$ cat src/rtl/fwd_hazard_ctrl.sv
// Forwarding and load-use/freeze hazard controller for the 5-stage pipeline.
// Optional performance counters are built when FWD_PERF_CNT_EN is defined.
module fwd_hazard_ctrl #(
    parameter int REG_AW = 5,
    parameter int SEL_W  = 2
) (
    input  logic              clk_i,
    input  logic              rst_i,
    input  logic              id_valid_i,
    input  logic [REG_AW-1:0] id_rs1_i,
    input  logic [REG_AW-1:0] id_rs2_i,
    input  logic [REG_AW-1:0] id_rd_i,
    input  logic              id_regwrite_i,
    input  logic              id_memread_i,
    input  logic              mem_stall_i,
    input  logic              flush_i,
    output logic [SEL_W-1:0]  fwd_a_o,
    output logic [SEL_W-1:0]  fwd_b_o,
    output logic              stall_o,
    output logic              bubble_o,
    output logic [31:0]       lu_stall_cnt_o,
    output logic [31:0]       freeze_cnt_o
);

    localparam logic [SEL_W-1:0] SEL_ID  = SEL_W'(0);
    localparam logic [SEL_W-1:0] SEL_WB  = SEL_W'(1);
    localparam logic [SEL_W-1:0] SEL_MEM = SEL_W'(2);

    typedef enum logic [1:0] {RUN, LU_STALL, FREEZE} state_t;

    state_t state_q, state_d;
    logic   flush_pend_q, flush_pend_d;

    logic              ex_valid_q, ex_valid_d;
    logic [REG_AW-1:0] ex_rs1_q, ex_rs1_d;
    logic [REG_AW-1:0] ex_rs2_q, ex_rs2_d;
    logic [REG_AW-1:0] ex_rd_q, ex_rd_d;
    logic              ex_regwrite_q, ex_regwrite_d;
    logic              ex_memread_q, ex_memread_d;
    logic              mem_valid_q, mem_valid_d;
    logic [REG_AW-1:0] mem_rd_q, mem_rd_d;
    logic              mem_regwrite_q, mem_regwrite_d;
    logic              wb_valid_q, wb_valid_d;
    logic [REG_AW-1:0] wb_rd_q, wb_rd_d;
    logic              wb_regwrite_q, wb_regwrite_d;

    logic flush_any;
    logic lu;

    function automatic logic [SEL_W-1:0] fwd_sel(
        input logic              ex_v,
        input logic [REG_AW-1:0] rs,
        input logic              m_v,
        input logic              m_rw,
        input logic [REG_AW-1:0] m_rd,
        input logic              w_v,
        input logic              w_rw,
        input logic [REG_AW-1:0] w_rd
    );
        logic [SEL_W-1:0] sel;
        sel = SEL_ID;
        if (ex_v) begin
            if (m_v && m_rw && (m_rd != '0) && (m_rd == rs))
                sel = SEL_MEM;
            else if (w_v && w_rw && (w_rd != '0) && (w_rd == rs))
                sel = SEL_WB;
        end
        return sel;
    endfunction

    always_comb begin
        flush_any = flush_i | flush_pend_q;
        lu = ex_valid_q && ex_memread_q && (ex_rd_q != '0) && id_valid_i &&
             ((ex_rd_q == id_rs1_i) || (ex_rd_q == id_rs2_i));
    end

    // Selects depend only on registered slots, so they hold naturally while frozen.
    always_comb begin
        fwd_a_o = fwd_sel(ex_valid_q, ex_rs1_q, mem_valid_q, mem_regwrite_q, mem_rd_q,
                          wb_valid_q, wb_regwrite_q, wb_rd_q);
        fwd_b_o = fwd_sel(ex_valid_q, ex_rs2_q, mem_valid_q, mem_regwrite_q, mem_rd_q,
                          wb_valid_q, wb_regwrite_q, wb_rd_q);
    end

    // FSM: state register
    always_ff @(posedge clk_i) begin
        if (rst_i) state_q <= RUN;
        else       state_q <= state_d;
    end

    // FSM: next state; leaving FREEZE re-evaluates flush/lu like RUN
    always_comb begin
        state_d = RUN;
        if (mem_stall_i)
            state_d = FREEZE;
        else if (flush_any)
            state_d = RUN;
        else if (lu && state_q != LU_STALL)
            state_d = LU_STALL;
    end

    // FSM: outputs
    always_comb begin
        stall_o  = 1'b0;
        bubble_o = 1'b0;
        if (mem_stall_i) begin
            stall_o = 1'b1;
        end else if (flush_any) begin
            bubble_o = 1'b1;
        end else if (lu && state_q != LU_STALL) begin
            stall_o  = 1'b1;
            bubble_o = 1'b1;
        end
    end

    always_comb begin
        flush_pend_d = flush_pend_q;
        if (mem_stall_i) begin
            if (flush_i) flush_pend_d = 1'b1;
        end else if (flush_any) begin
            flush_pend_d = 1'b0;
        end
    end

    always_comb begin
        ex_valid_d     = ex_valid_q;
        ex_rs1_d       = ex_rs1_q;
        ex_rs2_d       = ex_rs2_q;
        ex_rd_d        = ex_rd_q;
        ex_regwrite_d  = ex_regwrite_q;
        ex_memread_d   = ex_memread_q;
        mem_valid_d    = mem_valid_q;
        mem_rd_d       = mem_rd_q;
        mem_regwrite_d = mem_regwrite_q;
        wb_valid_d     = wb_valid_q;
        wb_rd_d        = wb_rd_q;
        wb_regwrite_d  = wb_regwrite_q;
        if (!mem_stall_i) begin
            wb_valid_d     = mem_valid_q;
            wb_rd_d        = mem_rd_q;
            wb_regwrite_d  = mem_regwrite_q;
            mem_valid_d    = ex_valid_q;
            mem_rd_d       = ex_rd_q;
            mem_regwrite_d = ex_regwrite_q;
            ex_valid_d     = id_valid_i & ~bubble_o;
            ex_rs1_d       = id_rs1_i;
            ex_rs2_d       = id_rs2_i;
            ex_rd_d        = id_rd_i;
            ex_regwrite_d  = id_regwrite_i;
            ex_memread_d   = id_memread_i;
        end
    end

    always_ff @(posedge clk_i) begin
        if (rst_i) begin
            flush_pend_q   <= 1'b0;
            ex_valid_q     <= 1'b0;
            ex_rs1_q       <= '0;
            ex_rs2_q       <= '0;
            ex_rd_q        <= '0;
            ex_regwrite_q  <= 1'b0;
            ex_memread_q   <= 1'b0;
            mem_valid_q    <= 1'b0;
            mem_rd_q       <= '0;
            mem_regwrite_q <= 1'b0;
            wb_valid_q     <= 1'b0;
            wb_rd_q        <= '0;
            wb_regwrite_q  <= 1'b0;
        end else begin
            flush_pend_q   <= flush_pend_d;
            ex_valid_q     <= ex_valid_d;
            ex_rs1_q       <= ex_rs1_d;
            ex_rs2_q       <= ex_rs2_d;
            ex_rd_q        <= ex_rd_d;
            ex_regwrite_q  <= ex_regwrite_d;
            ex_memread_q   <= ex_memread_d;
            mem_valid_q    <= mem_valid_d;
            mem_rd_q       <= mem_rd_d;
            mem_regwrite_q <= mem_regwrite_d;
            wb_valid_q     <= wb_valid_d;
            wb_rd_q        <= wb_rd_d;
            wb_regwrite_q  <= wb_regwrite_d;
        end
    end

`ifdef FWD_PERF_CNT_EN
    logic [31:0] lu_stall_cnt_q, lu_stall_cnt_d;
    logic [31:0] freeze_cnt_q, freeze_cnt_d;

    always_comb begin
        lu_stall_cnt_d = lu_stall_cnt_q;
        freeze_cnt_d   = freeze_cnt_q;
        if (state_d == LU_STALL) lu_stall_cnt_d = lu_stall_cnt_q + 32'd1;
        if (mem_stall_i)         freeze_cnt_d   = freeze_cnt_q + 32'd1;
    end

    always_ff @(posedge clk_i) begin
        if (rst_i) begin
            lu_stall_cnt_q <= '0;
            freeze_cnt_q   <= '0;
        end else begin
            lu_stall_cnt_q <= lu_stall_cnt_d;
            freeze_cnt_q   <= freeze_cnt_d;
        end
    end

    assign lu_stall_cnt_o = lu_stall_cnt_q;
    assign freeze_cnt_o   = freeze_cnt_q;
`else
    assign lu_stall_cnt_o = 32'd0;
    assign freeze_cnt_o   = 32'd0;
`endif

endmodule

$ cat config.mk
export PLATFORM = sky130hd
export DESIGN_NAME = fwd_hazard_ctrl
export DESIGN_NICKNAME = d
export VERILOG_FILES = /design/src/rtl/fwd_hazard_ctrl.sv
export SDC_FILE = /design/constraint.sdc
export NUM_CORES = 1
export LEC_CHECK = 0
export ABC_CLOCK_PERIOD_IN_PS = 2650
export BUFFER_PORTS_ARGS = -buffer_cell sky130_fd_sc_hd__buf_2
export CAP_MARGIN = 20
export CORE_ASPECT_RATIO = 2
export CORE_MARGIN = 3
export CORE_UTILIZATION = 51
export CTS_CLUSTER_SIZE = 16
export DETAILED_ROUTE_END_ITERATION = 6
export GPL_TIMING_DRIVEN = 0
export PLACE_DENSITY = 0.86
export SKIP_CTS_REPAIR_TIMING = 1
export SLEW_MARGIN = 20
export SYNTH_ARGS = -nofsm -noshare
export SYNTH_HDL_FRONTEND = slang
export SYNTH_SLANG_ARGS = --single-unit
$ cat constraint.sdc
create_clock -name clk_i -period 2.65 [get_ports clk_i]
set_input_delay 0.1325 -clock clk_i [delete_from_list [all_inputs] [get_ports clk_i]]
set_output_delay 0.1325 -clock clk_i [all_outputs]
set_load 0.1 [all_outputs]
==> reports/qor.csv <==
metric;value;unit
synthesis.area;0.00214;mm2
setup.worst_path.start_class;flip-flop;
busiest_layer;met2;
cts_tree;done;
finalHoldWorstSlack;0.0823;ns
pwr-share-seq;36.6;%
stdcell_count;380;
fin_nets;351;
port_buffers;25;
irDropWorstVdd;0.505;mV
clock_skew;0.00902;ns
switching_share;44.1;%
crit_required;2.52;ns
end_kind;primary output;
wl;4.29;mm
ys_seq_area_share;32.8;%
worstPathCellList;or4_1 -> o211ai_2 -> nor4_1 -> nor4_4 -> buf_2;
rr_worst_depth;5;
final-hold-violation-count;0;
insertion_delay;0.29;ns
mostFrequentLayoutCells;buf_4, conb_1, dfxtp_1;
die_x;51.8;um
start_util;53.9;%
grt_start_max_net_pins;11;
setup_violations;0;
pwr-share-clk;24.7;%
dieArea;0.00505;mm2
vias_per_cell;4.34;
grt_use_met2;33.0;%
cts.sink_count;35;
placed_area;0.00258;mm2
grt_usage;17.2;%
dieHeight;97.5;um
antenna_found_initial;0;
clock-root-buffer;clkbuf_8;
hp-start;id_rd_i[0];
nFillCells;336;
drt_first_pass_iters;4;
cts-buffers-inserted;5;
crit_family;simple AND/OR/NAND/NOR gates;
num_antenna_cells;0;
rows;32;
path_clk_slew;0.07;ns
p_sw;697;uW
hp-class;in -> reg;
async_flop_share;0;%
core_area;0.00396;mm2
status;finished clean;
internal-power;882;uW
holdPathEnd;ex_rd_q[0]$_SDFFE_PP0N_;
drc;0;
critPathKind;reg -> out;
synth_edf_count;0;
grt_overflow;0;
grt_setup_unrepaired;false;
wire_per_inst;11.3;um
worst_ep_arrival_time;2.26;ns
post-dp-hpwl;3.50;mm
power_leakage;0.00147;uW
drive_gt1_share;32.2;%
grt_pass1_vias;1484;
layout_min_cycle_time;2.39;ns
slowest_stage;or4_1;
place_inst;373;
ys_ff_latch;35;
r2r_start;ex_rd_q[0]$_SDFFE_PP0N_;
syn_inst;234;
via_count;1650;
combPwrFrac;38.7;%
multi_input_area;0.00117;mm2
hold_depth;3;
critPathBufInv;1;
io_pins;92;
ys_warn_count;0;
drtIter0Drc;16;
design_area;0.00267;mm2
max_slew.worst_pin.slew;0.547;ns
met1_usage;14.5;%
htreeDepth;2;
critPathMaxFanout;5;
seq_area;701;um2
area_delta_synth_final;24.8;%
synthFlopType;dfxtp_1;
grt_pass1_wl;6.56;mm
synth_area_per_cell;9.13;um2
cp_slowest_stage_delay;0.56;ns
slew_headroom;63.2;%
ant_nets;0;
fmax;0.418;GHz
gp_congestion;0.912;
slew_violations;0;
power.density;592;mW/mm2
yosysUniqueCellTypes;27;
finalCritPeriodShare;90.3;%
max-cap-violations;0;
fin_tns_setup;0;ns
grt_util_met3;3.84;%
r2r-end;ex_valid_q$_SDFFE_PP0N_;
rrSetupSlack;1.19;ns
cts_max_path_buffers;2;
-- per-stage QoR --
step,utilization [%],total power [uW],setup slack [ns]
4_1_cts,67.3,1580,0.221
6_report,67.3,1580,0.256
5_1_grt,67.3,1630,0.0984
2_1_floorplan,-,1150,0.0771
3_5_place_dp,65.1,1200,0.537
3_3_place_gp,65.1,1190,0.546
-- worst max path at each step --
stage	depth (start not counted)	from	endpoint
CTS	5	mem_rd_q[1]$_SDFFE_PP0N_	fwd_a_o[0]
global placement	5	mem_rd_q[1]$_SDFFE_PP0N_	fwd_a_o[0]
detailed placement	5	mem_rd_q[1]$_SDFFE_PP0N_	fwd_a_o[0]
finish	5	mem_rd_q[1]$_SDFFE_PP0N_	fwd_a_o[0]
global route	5	mem_rd_q[1]$_SDFFE_PP0N_	fwd_a_o[0]
floorplan	5	ex_rd_q[4]$_SDFFE_PP0N_	bubble_o
-- state kept, by name (all words and copies together), names as in the netlist --
name,count
ex_memread_q,1
ex_rs2_q,5
flush_pend_q,1
wb_regwrite_q,1
ex_rs1_q,5
mem_regwrite_q,1
ex_regwrite_q,1
wb_rd_q,5
state_q,2
ex_rd_q,5
wb_valid_q,1
mem_rd_q,5
mem_valid_q,1
ex_valid_q,1
-- worst min-delay path: stages --
cell and delay [ns]:
buf_2 0.08, mux2i_1 0.05, nor2_1 0.08
-- synthesized netlist by cell type, types with 3 or more instances --
| library cell | n | area (um2) |
|---|---|---|
| dfxtp_1 | 35 | 701 |
| or4_1 | 4 | 30.0 |
| nand3_1 | 4 | 20.0 |
| buf_2 | 4 | 20.0 |
| xnor2_1 | 12 | 105 |
| nor3_1 | 3 | 15.0 |
| nor2_1 | 33 | 124 |
| xor2_1 | 18 | 158 |
| clkbuf_1 | 4 | 15.0 |
| mux2i_1 | 31 | 310 |
| buf_4 | 64 | 480 |
| nor4_1 | 3 | 18.8 |
-- logic make-up after synthesis --
family / synth area share, %
DFF: 32.8
buffers and inverters: 24.3
and+or+nand+nor: 13.1
other: 0.175
xor gates and xnor gates: 12.3
muxes: 14.5
AOI/OAI and AO/OA: 2.87
-- power by group through the flow --
stage	clock network [uW]	logic (uW)	registers, uW
3_3_place_gp	0	603	589
2_1_floorplan	0	572	581
5_1_grt	417	634	581
6_report	390	611	579
3_5_place_dp	0	606	591
4_1_cts	393	608	579
-- routing by layer --
metal | part of all wire (%) | vias to the layer above
li1 | - | 834
met2 | 56 | 90
met3 | 8.4 | 13
met1 | 32 | 713
met5 | 0 | -
met4 | 4.0 | 0
-- cell type report --
class,count,share of cell area [%]
plain buffers,72,19.3
clock buffers,6,3.10
clock inverters,1,0.188
inverters,1,0.141
multi-input cells,189,43.9
flip-flops and latches,35,26.3
well taps,51,2.39
repair buffers,25,4.69
Note: power is estimated with default switching activity, not from simulation.
